[config.mk]
export PLATFORM = sky130hd
export DESIGN_NAME = systolic_skew_feeder
export DESIGN_NICKNAME = d
export VERILOG_FILES = /design/src/rtl/systolic_skew_feeder.sv
export SDC_FILE = /design/constraint.sdc
export NUM_CORES = 1
export LEC_CHECK = 0
export ABC_CLOCK_PERIOD_IN_PS = 13200
export BUFFER_PORTS_ARGS = -buffer_cell sky130_fd_sc_hd__buf_4
export CAP_MARGIN = 20
export CORE_UTILIZATION = 60
export CTS_BUF_LIST = sky130_fd_sc_hd__clkbuf_8
export DETAILED_ROUTE_END_ITERATION = 8
export PLACE_DENSITY = 0.9
export SYNTH_ARGS = -nofsm -noshare
export SYNTH_HDL_FRONTEND = slang
export SYNTH_SLANG_ARGS = --single-unit
[constraint.sdc]
create_clock -name clk -period 13.2 [get_ports clk]
set_input_delay 0 -clock clk [delete_from_list [all_inputs] [get_ports clk]]
set_output_delay 0 -clock clk [all_outputs]
set_load 0.02 [all_outputs]
[src/rtl/systolic_skew_feeder.sv]
// Edge feeder for an NxN systolic MAC array: buffers K operand vectors, then emits a
// one-cycle array clear followed by the diagonally skewed stream. Optional: SKEW_FEEDER_REPLAY_EN.
module systolic_skew_feeder #(
   parameter int N     = 4,
   parameter int DW    = 32,
   parameter int DEPTH = 8
) (
   input  logic            clk,
   input  logic            rst,
   input  logic            in_valid,
   output logic            in_ready,
   input  logic [N*DW-1:0] in_data,
   input  logic            in_last,
   input  logic            start,
   output logic            arr_clr,
   output logic            out_valid,
   output logic [N*DW-1:0] out_data,
   output logic            busy,
   output logic            done
);

   localparam int CW = $clog2(DEPTH + 1);
   localparam int AW = (DEPTH > 1) ? $clog2(DEPTH) : 1;
   localparam int SW = $clog2(DEPTH + N + 1);

   typedef enum logic [2:0] {
      S_IDLE, S_LOAD, S_READY, S_CLEAR, S_STREAM, S_DRAIN, S_DONE
   } state_t;

   state_t              state_q, state_n;
   logic [CW-1:0]       cnt_q, cnt_n;
   logic [SW-1:0]       s_q, s_n;
   logic [N*DW-1:0]     tile_q [DEPTH];
   logic                wr_en;
   logic [AW-1:0]       wr_idx;
   logic                accept;
   logic [N-1:0][DW-1:0] lane_n;

   assign accept = in_valid & in_ready;

   always_comb begin
      state_n = state_q;
      cnt_n   = cnt_q;
      s_n     = s_q;
      wr_en   = 1'b0;
      wr_idx  = '0;
      case (state_q)
         S_IDLE: begin
            if (accept) begin
               wr_en   = 1'b1;
               cnt_n   = CW'(1);
               state_n = (in_last || DEPTH == 1) ? S_READY : S_LOAD;
            end
`ifdef SKEW_FEEDER_REPLAY_EN
            else if (start && cnt_q != '0) begin
               state_n = S_CLEAR;
            end
`endif
         end
         S_LOAD: begin
            if (accept) begin
               wr_en  = 1'b1;
               wr_idx = cnt_q[AW-1:0];
               cnt_n  = cnt_q + CW'(1);
               if (in_last || cnt_n == CW'(DEPTH))
                  state_n = S_READY;
            end
         end
         S_READY: begin
            if (start)
               state_n = S_CLEAR;
         end
         S_CLEAR: begin
            state_n = S_STREAM;
            s_n     = '0;
         end
         S_STREAM: begin
            // K+N-1 steps: the last lane needs N-1 extra steps to emit its final element
            if (s_q + SW'(1) == SW'(cnt_q) + SW'(N - 1)) begin
               s_n     = '0;
               state_n = (N > 1) ? S_DRAIN : S_DONE;
            end else begin
               s_n = s_q + SW'(1);
            end
         end
         S_DRAIN: begin
            if (s_q + SW'(1) == SW'(N - 1))
               state_n = S_DONE;
            else
               s_n = s_q + SW'(1);
         end
         S_DONE: begin
            state_n = S_IDLE;
`ifndef SKEW_FEEDER_REPLAY_EN
            cnt_n   = '0;
`endif
         end
         default: state_n = S_IDLE;
      endcase
   end

   // Outputs are registered, so the next stream vector is built from the next step index.
   always_comb begin
      int d;
      d = 0;
      for (int i = 0; i < N; i++) begin
         lane_n[i] = '0;
         d = int'(s_n) - i;
         if (state_n == S_STREAM && d >= 0 && d < int'(cnt_q))
            lane_n[i] = tile_q[d[AW-1:0]][i*DW +: DW];
      end
   end

   always_ff @(posedge clk or posedge rst) begin
      if (rst) begin
         state_q   <= S_IDLE;
         cnt_q     <= '0;
         s_q       <= '0;
         in_ready  <= 1'b1;
         arr_clr   <= 1'b0;
         out_valid <= 1'b0;
         out_data  <= '0;
         busy      <= 1'b0;
         done      <= 1'b0;
      end else begin
         state_q   <= state_n;
         cnt_q     <= cnt_n;
         s_q       <= s_n;
         in_ready  <= (state_n == S_IDLE) ||
                      (state_n == S_LOAD && cnt_n < CW'(DEPTH));
         arr_clr   <= (state_n == S_CLEAR);
         out_valid <= (state_n == S_STREAM);
         out_data  <= lane_n;
         busy      <= (state_n == S_CLEAR) || (state_n == S_STREAM) ||
                      (state_n == S_DRAIN);
         done      <= (state_n == S_DONE);
      end
   end

   always_ff @(posedge clk) begin
      if (wr_en)
         tile_q[wr_idx] <= in_data;
   end

endmodule

* Word level (Yosys, flattened, before mapping)
Memory sizes are Yosys's and may differ from the RTL's.
Index checks and enable logic that the tools add are counted.
** Word-level totals
- Flip-flop bits (word level) :: 144
- Bits in writable memories :: 1024
- Input port bits :: 133
- Output and inout bits :: 133
- Word-level logic and storage cells :: 80
- Memories :: 1
** Memories
- tile_q :: words 8, bits a word 128, read ports 4, clocked after memory_dff 0, write ports 1, line 33 : logic [N*DW-1:0] tile_q [DEPTH];
** Operators by class
- Add/sub/neg operators :: 6
- Magnitude comparators :: 9
- Equality and inequality tests :: 14
- Mux-type cells :: 24
- Bitwise gates (word level) :: 1
- Reduce and logical (&&, ||, !) cells :: 16
** Operators by type and width (count)
- 32-bit 2-to-1 mux :: 4
- 3-bit 2-to-1 mux :: 8
- 4-bit case mux with 3 select lines :: 2
- 3-bit equality test (second input constant) :: 6
- 3-bit case mux with 6 select lines :: 1
- 4-bit 2-to-1 mux :: 4
- 5-bit by 1-bit greater-or-equal comparator with 1-bit output (second input constant) :: 3
- 5-bit < comparator :: 3
- 4-bit by 2-bit subtractor with 5-bit output (second input constant) :: 2
- 3-bit by 2-bit equality test with 1-bit output (second input constant) :: 3
- 1-bit logical AND :: 9
- 4-bit by 1-bit adder with 4-bit output (second input constant) :: 2
- 3-bit by 1-bit equality test with 1-bit output (second input constant) :: 2
- 3-bit logical NOT :: 2
- 4-bit by 1-bit subtractor with 5-bit output (second input constant) :: 1
- 4-bit by 2-bit adder with 4-bit output (second input constant) :: 1
- 4-bit by 2-bit equality test with 1-bit output (second input constant) :: 1
- 4-bit equality test :: 1
- 4-bit equality test (second input constant) :: 1
- 4-bit by 1-bit greater-or-equal comparator with 1-bit output (second input constant) :: 1
- 1-bit logical OR :: 4
- 4-bit < comparator :: 1
- 4-bit < comparator (second input constant) :: 1
- 1-bit 2-to-1 mux :: 4
- other kinds (3) :: 3

* Longest topological paths before layout
Gate-level depths: netlist (run 1).
- Word-level depth :: 10
- Depth in mapped cells :: 23
- Gate-level depth less buffers :: 18

* Worst setup path after synthesis (run 1)
OpenSTA, ideal clock, no wires.
- Kind :: flip-flop to flip-flop
- Start point :: reg in_ready
- End point :: mem tile_q[1][0] (netlist name), enable pin
- Library setup time :: 0.771 ns
- Arrival time :: 10.056 ns
- Required time :: 12.429 ns
- Slack :: 2.373 ns
- Stages on the path, launching flop included :: 5
- Buffers on the path :: 0
- Clock period less this slack :: 10.827 ns
- Path through :: dfstp_2 > nand2_1 > nor3_1 > nand3_1 > nor3_1
** On the way
- Cells in the longest elaborated chain, start to end :: 5
- Elaborated cells between the ends (all ways) :: 7
- Those cells by class :: 6 x mux; 1 x bitwise
** RTL lines
- from (decl) :: line 11 : output logic in_ready,
- from (signal assigned) :: line 129 : in_ready <= (state_n == S_IDLE) ||
- 1-bit AND * :: line 39 : assign accept = in_valid & in_ready;
- 1-bit 2-to-1 mux :: line 49, 61
- 1-bit 2-to-1 mux
- 1-bit 2-to-1 mux :: line 141 : if (wr_en)
- 1-bit 2-to-1 mux (implied by the code) :: line 142 : tile_q[wr_idx] <= in_data;
- to (decl) :: line 33
Mark *: on every way between the ends. The rest lies on a longest branch, timed or not.

==> results.sh, run 1 <==
export IMPL_die_w_um=271
export IMPL_register_area_um2=34400
export IMPL_synth_top_area_share_pct=70.7
export IMPL_grt_pass1_vias=25461
export IMPL_period_minus_slack_ns=6.45
export IMPL_ff2ff_path_depth=18
export IMPL_setup_viol=0
export IMPL_htree_levels=4
export IMPL_io_pins=266
export IMPL_synth_nets=2354
export IMPL_synthTopCellsByArea="edfxtp_1 71%, dfrtp_1 8.2%, mux4_2 6.6%"
export IMPL_cts_tree="built"
export IMPL_seq_power_share_pct=39.6
export IMPL_critPathCaptureType="flip-flop"
export IMPL_slew_viol_final=0
export IMPL_wirelength_mm=103
export IMPL_comb_power_share_pct=35.7
export IMPL_numCtsBuffers=172
export IMPL_num_fill_cells=3799
export IMPL_ff2ff_setup_slack_ns=6.75
export IMPL_synth_seq_cells=1168
export IMPL_core_um2=71600
export IMPL_grt_max_degree=129
export IMPL_p_leak_nw=18.8
export IMPL_drtAntennaViolNets=0
export IMPL_ys_flop_type="edfxtp_1"
export IMPL_avgViaCountPerCell=6.19
export IMPL_skew_ns=0.0528
export IMPL_path_clk_slew_ns=0.06
export IMPL_worstHoldPathCells=2
export IMPL_nets=2971
export IMPL_areaGrowthSynthToFinish_pct=20.8
export IMPL_dr_total_vias=24240
export IMPL_rows=98
export IMPL_r2r_start="cnt_q[0]$_DFFE_PP0P_"
export IMPL_cap_violations=0
export IMPL_setup_worst_path_start="cnt_q[0]$_DFFE_PP0P_"
export IMPL_hp_start="in_data[74]"
export IMPL_synth_area_leader_cell="edfxtp_1"
export IMPL_grt_usage_pct=28.2
export IMPL_synth_edff_count=1024
export IMPL_drive_gt1_share_pct=26.7
export IMPL_fmax_mhz=155
export IMPL_grt_overflow_total=0
export IMPL_worstPathArrival_ns=7.17
export IMPL_start_kind="flip-flop"
export IMPL_hold_end="tile_q[1][74]$_DFFE_PP_"
export IMPL_syn_inst=2200
export IMPL_yosysSeqAreaShare_pct=79.0
export IMPL_hpwl_mm=50.2
export IMPL_p_sw_mw=3.88
export IMPL_io_buffers=265
export IMPL_dr_first_iter_drc_count=2896
export IMPL_r2r_end="out_data[40]$_DFF_PP0_"
export IMPL_chipHeight_um=271
export IMPL_power_internal_mw=7.61
export IMPL_clock_sinks=1168
export IMPL_antenna_found_initial=8
export IMPL_grt_pass1_wl_mm=152
export IMPL_worstMarginPinSlew_ns=1.07
export IMPL_routedWlPerCell_um=26.4
export IMPL_cts_buffer_depth=3
export IMPL_cts_root_buffer="clkbuf_8"
export IMPL_power_density_nw_per_um2=219
export IMPL_synth_distinct_cells=62
export IMPL_avgSynthCellArea_um2=19.8
export IMPL_status="finished, final reports clean"
export IMPL_multi_input_area_um2=8550
export IMPL_p_clk_share_pct=24.8
export IMPL_clock_latency_ns=0.82
export IMPL_initial_core_util_pct=60.7
export IMPL_finalSetupTns_ns=0
export IMPL_post_route_period_util_pct=48.8
export IMPL_hold_class="in -> reg"
export IMPL_yosysWarnings=0
export IMPL_finalHoldViolations=0
export IMPL_switching_share_pct=33.8
export IMPL_first_pass_iters=5
export IMPL_critPathMaxFanout=66
export IMPL_p_total_mw=11.5
export IMPL_ir_worst_vdd_v=0.000247
export IMPL_grt_setup_unrepaired="false"
export IMPL_die_area_um2=73600
export IMPL_criticalPathCategory="reg -> reg"
export IMPL_route_detailed_drc=0
export IMPL_critPathRequiredTime_ns=13.93
export IMPL_netlist_area_um2=43500
export IMPL_gp_congestion=0.794
export IMPL_async_reset_ff_share_pct=12.3
export IMPL_slew_limit_headroom_pct=28.5
export IMPL_cts_post_setup_buffers_inserted=0
-- metrics by stage --
step	util, %	area, um2	std cells	worst slack (ns)	hold WS (ns)
global route	73.4	52500	3917	6.44	0.0484
finish	73.4	52500	3917	6.75	0.0651
CTS	73.3	52500	3910	6.74	0.000120
global placement	64.9	46500	3332	7.02	0.0891
floorplan	-	43500	2200	2.37	0.0989
detailed placement	65.0	46500	3333	6.83	0.0865
-- final cells by class --
type,count,share of cell area (%)
sequential,1168,65.4
multi-input combinational,888,16.3
timing repair buffer,568,9.44
clock buffer,194,5.08
tap,950,2.26
clock inverter,123,1.36
inverter,19,0.160
antenna,7,0.0333
-- cells in the final DEF (no fill, tap or decap), drive strengths merged, types with 7 or more instances in the layout --
master | netlist | layout
nand3 | 11 | 11
dlygate4sd3 | 0 | 260
a22o | 65 | 65
ha | 21 | 21
diode | 0 | 7
a32o | 63 | 63
nor2 | 10 | 10
inv | 18 | 91
mux2 | 93 | 93
nand2 | 184 | 184
clkbuf | 61 | 194
a21oi | 13 | 13
o22ai | 31 | 31
edfxtp | 1024 | 1024
mux2i | 63 | 63
nor3 | 69 | 69
a221oi | 31 | 31
clkinv | 1 | 40
mux4 | 128 | 128
dfrtp | 143 | 143
xnor2 | 9 | 9
o21ai | 38 | 38
buf | 64 | 308
-- cell usage after synthesis (all sizes together), types with 3 or more instances --
master	count
edfxtp	1024
nand2	184
dfrtp	143
mux4	128
mux2	93
nor3	69
a22o	65
buf	64
a32o	63
mux2i	63
clkbuf	61
o21ai	38
a221oi	31
o22ai	31
ha	21
inv	18
a21oi	13
nand3	11
nor2	10
xnor2	9
nand4	5
a211oi	4
a21o	4
a31oi	4
nand2b	4
nor2b	3
o31ai	3
xor2	3
-- layer usage --
layer	up-vias	part of all wire [%]	global-route usage, %
li1	10165	-	-
met1	12373	37	35.5
met2	1475	51	47.3
met3	223	8.6	6.04
met4	4	3.5	13.0
met5	-	0.028	0
-- cells by family after synthesis --
logic type / Yosys count / synth area share, %
AO/OA/AOI/OAI: 267 / 4.95
XOR/XNOR: 13 / 0.296
adder cells (fa/ha/maj): 21 / 0.604
buffers and inverters: 144 / 1.58
flip-flops: 1168 / 79.0
multiplexers: 284 / 10.5
AND/OR/NAND/NOR: 303 / 3.09
-- critical path, stage by stage, from the launching register on --
cell and delay, ns:
dfrtp_1 0.70, inv_1 0.17, ha_1 0.36, xor2_1 0.18, nor2_1 0.25, a31oi_4 0.15
o21bai_1 0.30, nand2_4 0.49, ha_2 0.55, buf_4 0.71, inv_2 0.06, buf_4 0.42
ha_1 0.42, nand3_1 0.08, a21oi_1 0.04, or4_1 0.53, and3b_1 0.23, buf_4 0.41
a22o_1 0.23
-- state kept, by name, summed over array words and instances, names as in the netlist --
register / flops
cnt_q: 4
tile_q: 1024
in_ready: 1
state_q: 3
busy: 1
done: 1
out_valid: 1
arr_clr: 1
out_data: 128
s_q: 4
-- worst max-delay path by stage --
| stage | slack [ns] | endpoint | cells past startpoint |
|---|---|---|---|
| after floorplan | 2.37 | tile_q[1][0]$_DFFE_PP_ | 4 |
| after global placement | 7.02 | out_data[59]$_DFF_PP0_ | 18 |
| after detailed placement | 6.83 | out_data[40]$_DFF_PP0_ | 18 |
| after CTS | 6.74 | out_data[40]$_DFF_PP0_ | 18 |
| after global routing | 6.44 | out_data[59]$_DFF_PP0_ | 18 |
| final | 6.75 | out_data[40]$_DFF_PP0_ | 18 |
-- power groups by stage --
stage          logic [mW]  registers, mW  clock network (mW)
3_5_place_dp         3.95           4.60                   0
3_3_place_gp         3.80           4.59                   0
6_report             4.10           4.55                2.84
4_1_cts              4.05           4.54                2.85
5_1_grt              4.34           4.56                3.03
2_1_floorplan        2.76           4.74                   0
-- what timing repair did --
item,CTS,global route
resized for setup,0,0
hold buffers,260,0
hold endpoints to repair,1176,0
setup endpoints to repair,0,0
No activity file was read; power rests on OpenSTA's default activity.
==> run 2: changes to the inputs <==
--- a/config.mk
+++ b/config.mk
@@ -5,7 +5,7 @@
 export SDC_FILE = /design/constraint.sdc
 export NUM_CORES = 1
 export LEC_CHECK = 0
-export ABC_CLOCK_PERIOD_IN_PS = 13200
+export ABC_CLOCK_PERIOD_IN_PS = 6500
 export BUFFER_PORTS_ARGS = -buffer_cell sky130_fd_sc_hd__buf_4
 export CAP_MARGIN = 20
 export CORE_UTILIZATION = 60
==> constraint.sdc (replaced) <==
create_clock -name clk -period 6.5 [get_ports clk]
set_input_delay 0 -clock clk [delete_from_list [all_inputs] [get_ports clk]]
set_output_delay 0 -clock clk [all_outputs]
set_load 0.02 [all_outputs]
==> run 2 against run 1 <==
  * Largest power group unchanged
  * Critical endpoint is now out_data[79]$_DFF_PP0_
  * Combinational power up 110%
  * Global-route usage grew 0.51 points
  * Register-to-register slack got worse by 5.7 ns
  * Sequential power increased by 100%
==> results.sh, run 2 (synthesized netlist as in run 1, its figures left out) <==
export IMPL_seq_power_share_pct=39.5
export IMPL_drtAntennaViolNets=0
export IMPL_first_pass_iters=7
export IMPL_critPathMaxFanout=32
export IMPL_post_route_period_util_pct=84.2
export IMPL_avgViaCountPerCell=6.28
export IMPL_dr_first_iter_drc_count=2749
export IMPL_layout_common_cells="1024 x edfxtp_1, 312 x buf_4, 256 x dlygate4sd3_1"
export IMPL_start_kind="flip-flop"
export IMPL_clock_latency_ns=0.83
export IMPL_p_clk_share_pct=24.4
export IMPL_clock_sinks=1168
export IMPL_period_minus_slack_ns=5.48
export IMPL_critPathCaptureType="flip-flop"
export IMPL_die_w_um=271
export IMPL_nets=2973
export IMPL_numCtsBuffers=171
export IMPL_wirelength_mm=105
export IMPL_cts_tree="built"
export IMPL_dp_cells=3339
export IMPL_status="finished, final reports clean"
export IMPL_initial_core_util_pct=60.7
export IMPL_hold_class="in -> reg"
export IMPL_areaGrowthSynthToFinish_pct=20.7
export IMPL_regMostFlops="tile_q"
export IMPL_finalHoldViolations=0
export IMPL_io_buffers=265
export IMPL_grt_pass1_vias=25803
export IMPL_cts_root_buffer="clkbuf_8"
export IMPL_mostFrequentLayoutCell="edfxtp_1"
export IMPL_multi_input_area_um2=8580
export IMPL_power_density_nw_per_um2=445
export IMPL_num_fill_cells=3809
export IMPL_top_regs="tile_q (1024), out_data (128)"
export IMPL_switching_share_pct=34.1
export IMPL_routedWlPerCell_um=26.9
export IMPL_core_um2=71600
export IMPL_rows=98
export IMPL_io_pins=266
export IMPL_path_clk_slew_ns=0.07
export IMPL_die_area_um2=73600
export IMPL_grt_setup_unrepaired="false"
export IMPL_grt_pass1_wl_mm=156
export IMPL_register_area_um2=34400
export IMPL_grt_overflow_total=0
export IMPL_skew_ns=0.0285
export IMPL_setup_viol=0
export IMPL_fmax_mhz=183
export IMPL_p_leak_nw=18.8
export IMPL_power_internal_mw=15.4
export IMPL_grt_max_degree=98
export IMPL_worstMarginPinSlew_ns=1.10
export IMPL_critPathRequiredTime_ns=7.18
export IMPL_gp_congestion=0.821
export IMPL_drive_gt1_share_pct=26.8
export IMPL_comb_power_share_pct=36.2
export IMPL_slew_limit_headroom_pct=26.3
export IMPL_fin_util_pct=73.3
export IMPL_cts_buffer_depth=3
export IMPL_slew_viol_final=0
export IMPL_antenna_found_initial=7
export IMPL_grt_usage_pct=28.7
export IMPL_p_sw_mw=7.97
export IMPL_route_detailed_drc=0
export IMPL_ir_worst_vdd_v=0.000435
export IMPL_largest_reg_flops=1024
export IMPL_cap_violations=0
export IMPL_dr_total_vias=24612
export IMPL_chipHeight_um=271
export IMPL_worstPathArrival_ns=6.16
export IMPL_criticalPathCategory="reg -> reg"
export IMPL_htree_levels=4
export IMPL_layout_cells_non_filler=3918
export IMPL_hpwl_mm=52.8
-- run 2: worst paths after layout --
kind / startpoint / to / slack, ns / cells after the start
setup / recovery: s_q[0]$_DFF_PP0_ / out_data[79]$_DFF_PP0_ / 1.02 / 14
hold / removal: in_data[1] / tile_q[4][1]$_DFFE_PP_ / 0.05 / 2
setup reg to reg: s_q[0]$_DFF_PP0_ / out_data[79]$_DFF_PP0_ / 1.02 / 14
hold reg to reg: tile_q[4][76]$_DFFE_PP_ / out_data[76]$_DFF_PP0_ / 0.57 / 2
max in group asynchronous: rst / out_data[70]$_DFF_PP0_ / 4.77 / 5
min in group asynchronous: rst / out_data[102]$_DFF_PP0_ / 0.38 / 4
-- run 2: per-layer routing --
metal	track usage, %	routed length, um	share of wire, %
met3	7.26	9990	9.5
met4	11.4	3480	3.3
met2	48.5	54000	51
met5	0	66	0.063
met1	35.7	37700	36
-- run 2: timing repair --
action / 4_1_cts / 5_1_grt
resized for setup: 0 / 0
hold endpoints to repair: 1160 / 0
hold buffers: 256 / 0
setup buffers: 0 / 0
-- run 2: power groups by stage --
| stage | Clock [mW] | Combinational [mW] | Sequential [mW] |
|---|---|---|---|
| floorplan | 0 | 5.60 | 9.59 |
| global placement | 0 | 7.81 | 9.31 |
| detailed placement | 0 | 8.10 | 9.34 |
| CTS | 5.67 | 8.29 | 9.20 |
| global route | 6.05 | 8.96 | 9.25 |
| finish | 5.69 | 8.45 | 9.21 |
-- run 2: cell type report --
type,instances,share of cell area (%)
antenna,2,0.00953
sequential,1168,65.4
multi-input combinational,888,16.3
timing repair buffer,571,9.47
clock inverter,122,1.16
tap,950,2.26
clock buffer,198,5.19
inverter,19,0.160
-- run 2: stage by stage --
step | setup TNS [ns] | hold WS [ns] | instance area, um2 | setup slack, ns | total power, mW
2_1_floorplan | -514.29 | 0.0989 | 43500 | -0.882 | 15.2
3_3_place_gp | 0 | 0.0825 | 46600 | 1.30 | 17.1
3_5_place_dp | 0 | 0.0871 | 46600 | 1.10 | 17.4
4_1_cts | 0 | 0.00143 | 52500 | 1.07 | 23.2
5_1_grt | 0 | 0.0222 | 52500 | 0.668 | 24.3
6_report | 0 | 0.0475 | 52500 | 1.02 | 23.4
-- run 2: critical path: stages, from the launching register on --
cell and delay, ns:
dfrtp_1 0.50, ha_1 0.32, nor4b_1 0.60, a22oi_1 0.26, and2_1 0.20, a31oi_1 0.19
and2_4 0.18, inv_2 0.08, ha_1 0.79, ha_1 0.38, a21o_1 0.16, a2111oi_0 0.77
o21ai_4 0.10, buf_4 0.32, nor3_1 0.44
